<file path="src/rtl/scroll_shift_reg.sv">
// scroll_shift_reg
//   N-bit register with single-cycle parallel load, shift and rotate
//   operations, plus an optional auto-scroll engine that rotates the
//   register by one position every PERIOD cycles while enabled.
//
//   Build option: define SCROLL_SHIFT_AUTO_EN to include the auto-scroll
//   engine (prescaler, POS counter, wrap pulse). Without it, scroll and DIR
//   are ignored and POS / wrap read as zero.
//
//   Ports
//     clk     in   1   clock, rising edge
//     CLR     in   1   asynchronous active-high reset
//     D       in   N   parallel load data
//     SEL     in   3   0 hold, 1 load, 2 shl, 3 shr, 4 rotl, 5 rotr, 6/7 hold
//     AMT     in   AW  manual shift/rotate distance
//     FILL    in   1   bit shifted into vacated positions
//     scroll  in   1   auto-scroll enable (level)
//     DIR     in   1   auto-scroll direction: 0 rotate left, 1 rotate right
//     Q       out  N   register contents
//     POS     out  AW  auto-scroll step count modulo N
//     wrap    out  1   one-cycle pulse after a full auto-scroll revolution
module scroll_shift_reg #(
   parameter int unsigned   N         = 8,
   parameter int unsigned   PERIOD    = 4,
   parameter logic [N-1:0]  RESET_VAL = {{(N-1){1'b0}}, 1'b1},
   localparam int unsigned  AW        = $clog2(N)
) (
   input  logic          clk,
   input  logic          CLR,
   input  logic [N-1:0]  D,
   input  logic [2:0]    SEL,
   input  logic [AW-1:0] AMT,
   input  logic          FILL,
   input  logic          scroll,
   input  logic          DIR,
   output logic [N-1:0]  Q,
   output logic [AW-1:0] POS,
   output logic          wrap
);

   typedef enum logic [2:0] {
      OP_HOLD = 3'd0,
      OP_LOAD = 3'd1,
      OP_SHL  = 3'd2,
      OP_SHR  = 3'd3,
      OP_ROTL = 3'd4,
      OP_ROTR = 3'd5,
      OP_RSV6 = 3'd6,
      OP_RSV7 = 3'd7
   } op_t;

   op_t            op;
   logic           manual;
   logic [N-1:0]   ones;
   logic [2*N-1:0] dbl_l;
   logic [2*N-1:0] dbl_r;
   logic [N-1:0]   q_man;
   logic [N-1:0]   q_next;

   assign op     = op_t'(SEL);
   assign manual = (op == OP_LOAD) || (op == OP_SHL) || (op == OP_SHR) ||
                   (op == OP_ROTL) || (op == OP_ROTR);

   // Manual operation datapath. Rotates use a doubled copy of Q so that
   // AMT=0 naturally yields Q without a special case.
   always_comb begin
      ones  = '1;
      dbl_l = {Q, Q} << AMT;
      dbl_r = {Q, Q} >> AMT;
      q_man = Q;
      case (op)
         OP_LOAD: q_man = D;
         OP_SHL:  q_man = (Q << AMT) | ({N{FILL}} & ~(ones << AMT));
         OP_SHR:  q_man = (Q >> AMT) | ({N{FILL}} & ~(ones >> AMT));
         OP_ROTL: q_man = dbl_l[2*N-1:N];
         OP_ROTR: q_man = dbl_r[N-1:0];
         default: q_man = Q;
      endcase
   end

`ifdef SCROLL_SHIFT_AUTO_EN
   localparam int unsigned PW = (PERIOD > 1) ? $clog2(PERIOD) : 1;

   logic [PW-1:0] presc;
   logic [AW-1:0] pos_r;
   logic          wrap_r;
   logic          tick;
   logic          auto_step;
   logic          last_pos;
   logic [N-1:0]  q_rot1;

   assign tick      = scroll && (presc == PW'(PERIOD - 1));
   // A manual operation in a tick cycle wins; the auto step is dropped.
   assign auto_step = tick && !manual;
   assign last_pos  = (pos_r == AW'(N - 1));
   assign q_rot1    = DIR ? {Q[0], Q[N-1:1]} : {Q[N-2:0], Q[N-1]};

   always_ff @(posedge clk or posedge CLR) begin
      if (CLR) begin
         presc <= '0;
      end else if ((op == OP_LOAD) || !scroll || tick) begin
         presc <= '0;
      end else begin
         presc <= presc + 1'b1;
      end
   end

   always_ff @(posedge clk or posedge CLR) begin
      if (CLR) begin
         pos_r  <= '0;
         wrap_r <= 1'b0;
      end else begin
         wrap_r <= auto_step && last_pos;
         if (op == OP_LOAD) begin
            pos_r <= '0;
         end else if (auto_step) begin
            pos_r <= last_pos ? '0 : pos_r + 1'b1;
         end
      end
   end

   assign POS  = pos_r;
   assign wrap = wrap_r;

   always_comb begin
      q_next = Q;
      if (manual) begin
         q_next = q_man;
      end else if (auto_step) begin
         q_next = q_rot1;
      end
   end
`else
   logic unused_auto;

   assign unused_auto = scroll ^ DIR;
   assign POS         = '0;
   assign wrap        = 1'b0;

   always_comb begin
      q_next = Q;
      if (manual) begin
         q_next = q_man;
      end
   end
`endif

   always_ff @(posedge clk or posedge CLR) begin
      if (CLR) begin
         Q <= RESET_VAL;
      end else begin
         Q <= q_next;
      end
   end

endmodule
</file>
<file path="config.mk">
export PLATFORM = sky130hd
export DESIGN_NAME = scroll_shift_reg
export DESIGN_NICKNAME = d
export VERILOG_FILES = /design/src/rtl/scroll_shift_reg.sv
export SDC_FILE = /design/constraint.sdc
export NUM_CORES = 1
export LEC_CHECK = 0
export CAP_MARGIN = 20
export CORE_MARGIN = 8
export CORE_UTILIZATION = 40
export DETAILED_ROUTE_END_ITERATION = 10
export SKIP_LAST_GASP = 1
export SYNTH_ARGS = -nofsm -noshare
export SYNTH_HDL_FRONTEND = slang
export SYNTH_SLANG_ARGS = --single-unit
export TNS_END_PERCENT = 30
</file>
<file path="constraint.sdc">
create_clock -name clk -period 1.9 [get_ports clk]
set_input_delay 0.38 -clock clk [delete_from_list [all_inputs] [get_ports clk]]
set_output_delay 0.38 -clock clk [all_outputs]
set_load 0.005 [all_outputs]
</file>
==> summary.md <==
| Metric | Value |
|---|---|
| Number of enable flip-flop cells after synthesis | `0` |
| I/O pins | `31` |
| GRT Util Overall | `between 20% and 30%` |
| PD cells | `slightly below 600 nW/um^2` |
| Top post-synthesis cells by count | `nand2_1 (18), nor2_1 (15), mux2i_1 (13)` |
| Crit path max fanout | `14` |
| RSZ-0062 raised after global routing | `yes` |
| Type of origin of the critical path | `primary input` |
| Area of the core | `3885 um^2` |
| Static leakage | `0.9623 nW` |
| Yosys warning count | `0` |
| Fin crit share | `between 90 and 100%` |
| Most Crowded Layer GR | `met2` |
| Initial Util | `40.61%` |
| Total Wirelength | `between 6000 and 7000 um` |
| Syn_area_per_cell | `approximately 8.4 um^2` |
| Largest net degree at the start of global routing | `28` |
| Worst setup EP type | `register` |
| Vias | `1819` |
| Vias in the first global route | `1800` |
| R2r startpoint | `Q[2]` |
| DIE AREA | `around 6200 um^2` |
| Die width | `about 79 um` |
| Largest area contributor in the netlist | `mux4_1` |
| Clock latency on the worst-skew pair | `~240 ps` |
| Synth Flop Type | `dfrtp_1` |
| Port buffer count | `24` |
| CTS Buf Count | `3` |
| Vias per cell | `roughly 6.1` |
| Grt total ovfl | `0` |
| Total negative slack | `0 ps` |
| Final setup violation count | `0` |
| Initial antenna violation count | `0` |
| Layout Cells excl Fill | `approximately 300` |
| Clock root cell | `clkbuf_8` |
| Max FFs per register | `8` |
| WL/cell | `~21 um` |
| Reg2reg setup slack | `80 ps` |
| Mapped cell area | `~1600 um^2` |
| Max-Cap Viols | `0` |
| Critical Path Start | `SEL[0]` |
| Antenna diodes | `0` |
| Grt met3 use | `between 4 and 5%` |
| Largest registers | `Q x8` |
| Clk sink count | `8` |
| Unique cell type count in the Yosys netlist | `45` |
| TritonCTS clock tree | `done` |
| Status | `finished, final reports clean` |
| Share of cells above drive strength 1 | `between 30% and 40%` |
| Top-area cell type share of the netlist area | `a little under an eighth` |
| Final-report max-slew violation count | `0` |
| Hpwl dp | `4620 um` |
| Fillers | `between 300 and 400` |
| First-pass GRT wire length | `between 9000 and 10000 um` |
| Design area | `2243 um^2` |
| Post-Syn Instances | `~190` |
| Hold Vio Cnt, Final | `0` |
| Clock-pin transition on the worst setup and hold timing paths | `roughly 60 ps` |
| Clock period minus worst slack | `around 1900 ps` |
| GPL Wtd Cong | `around 0.94` |
| Setup Skew | `roughly 11 ps` |
| Final ANT Viol Nets | `0` |
| Depth of the most critical reg-to-reg path | `4` |
| # placed instances | `roughly 290` |
| Met1 Use GR | `roughly a quarter` |
| Biggest register | `Q` |
| Htree depth | `1` |
| HP Class | `in -> async` |
| Die H | `around 79 um` |
| CP required | `between 2000 and 2500 ps` |
| Deepest clock path buffer count | `2` |
| Synthesized flop and latch total | `8` |
| Largest cells by area after synthesis | `mux4_1 (12%), mux4_2 (11%), dfrtp_1 (11%), mux2i_1 (8.2%), nand2_1 (4.3%)` |
| Drt drc | `0` |
| Post-DP Area | `approximately 2100 um^2` |
| Crit path DAT | `between 1500 and 2000 ps` |
| R2R Path End | `Q[0]` |
| Fmax | `roughly 0.54 GHz` |
| Row count | `23` |
| Seq/Total Area, Yosys | `12.77%` |
| M2 GR Usage | `about a third` |
| DR pass1 iterations | `4` |
| Asr flop ratio synth | `between 90% and 100%` |
| CP Class | `in -> reg` |
| Dominant cell by count in the synthesized netlist | `nand2_1` |
| DRT iter0 DRCs | `237` |
| Post-layout nets | `roughly 270` |
| P&R area growth vs syn | `42.19%` |
| Worst VDD drop | `0.0002635 V` |
[per-stage QoR]
| step | power [mW] | utilization, % | setup WS (ps) | hold slack (ps) |
|---|---|---|---|---|
| final | 1.301 | 57.75 | 34.64 | 403.9 |
| after global placement | 1.016 | 54.94 | -427.9 | 669.7 |
| after detailed placement | 1.025 | 54.94 | -457.7 | 676.5 |
| after CTS | 1.286 | 57.49 | -48.42 | 415.1 |
| after floorplan | 0.6912 | - | 77.65 | 194.9 |
| after global routing | 1.367 | 57.75 | -65.30 | 455.0 |
[cell families after synthesis]
logic type	share of synthesized area, %
AND/OR/NAND/NOR	18.16
buffers and inverters	11.89
other	0.2377
AO/OA/AOI/OAI	22.05
flip-flops	12.77
multiplexers	34.89
[worst max path at each step]
stage | endpoint | cells past startpoint
after floorplan | Q[0] | 7
after detailed placement | Q[6] | 7
final | Q[6] | 8
after global routing | Q[6] | 8
after CTS | Q[7] | 2
after global placement | Q[6] | 7
[layout by cell type, fill, tap and decap left out, drive strengths merged, types with 2 or more instances in the layout]
| cell | netlist | final |
|---|---|---|
| a21oi | 12 | 12 |
| a22oi | 3 | 3 |
| a31oi | 2 | 2 |
| a32oi | 3 | 3 |
| buf | 18 | 53 |
| clkbuf | 8 | 5 |
| clkdlybuf4s50 | 0 | 21 |
| conb | 1 | 4 |
| dfrtp | 7 | 7 |
| inv | 6 | 6 |
| mux2 | 5 | 5 |
| mux2i | 13 | 13 |
| mux4 | 15 | 15 |
| nand2 | 18 | 18 |
| nand2b | 3 | 3 |
| nand3 | 9 | 9 |
| nand3b | 2 | 2 |
| nor2 | 15 | 15 |
| nor2b | 3 | 3 |
| nor3 | 7 | 7 |
| nor3b | 2 | 2 |
| o211ai | 4 | 4 |
| o21ai | 9 | 9 |
| o22ai | 5 | 5 |
| o311ai | 2 | 2 |
| o32ai | 2 | 2 |
[where the power goes]
part / total, mW / switching [mW] / internal, mW
logic: 0.742 / 0.320 / 0.422
registers: 0.317 / 0.111 / 0.206
clock network: 0.242 / 0.0942 / 0.147
total: 1.30 / 0.526 / 0.776
[layout make-up]
class	count	area, um^2	area share, %
Multi-Input combinational cell	150	1207	53.82
Timing Repair Buffer	78	703.2	31.34
Sequential cell	8	202.7	9.035
Tap cell	50	62.56	2.789
Clock buffer	4	45.04	2.008
Inverter	6	22.52	1.004
[repair_timing]
action,in CTS,in global routing
hold buffers,0,0
resized for setup,6,7
buffers inserted,2,0
endpoints found under the setup margin,9,11
pin swaps,0,2
cloned,1,0
[critical path, cell delays in order]
cell             delay, ps
clkdlybuf4s50_1        580
buf_4                  250
nor3b_1                 70
buf_4                  150
o21ai_0                180
a21oi_1                110
a21oi_1                170
a21oi_1                 90
[routing by layer]
metal / vias up / routed length (um) / part of all wire, %
li1: 837 / - / -
met5: - / 0 / 0
met1: 878 / 2491 / 40
met3: 12 / 525 / 8.5
met4: 0 / 153 / 2.5
met2: 92 / 3036 / 49
Note: power is estimated with default switching activity, not from simulation.
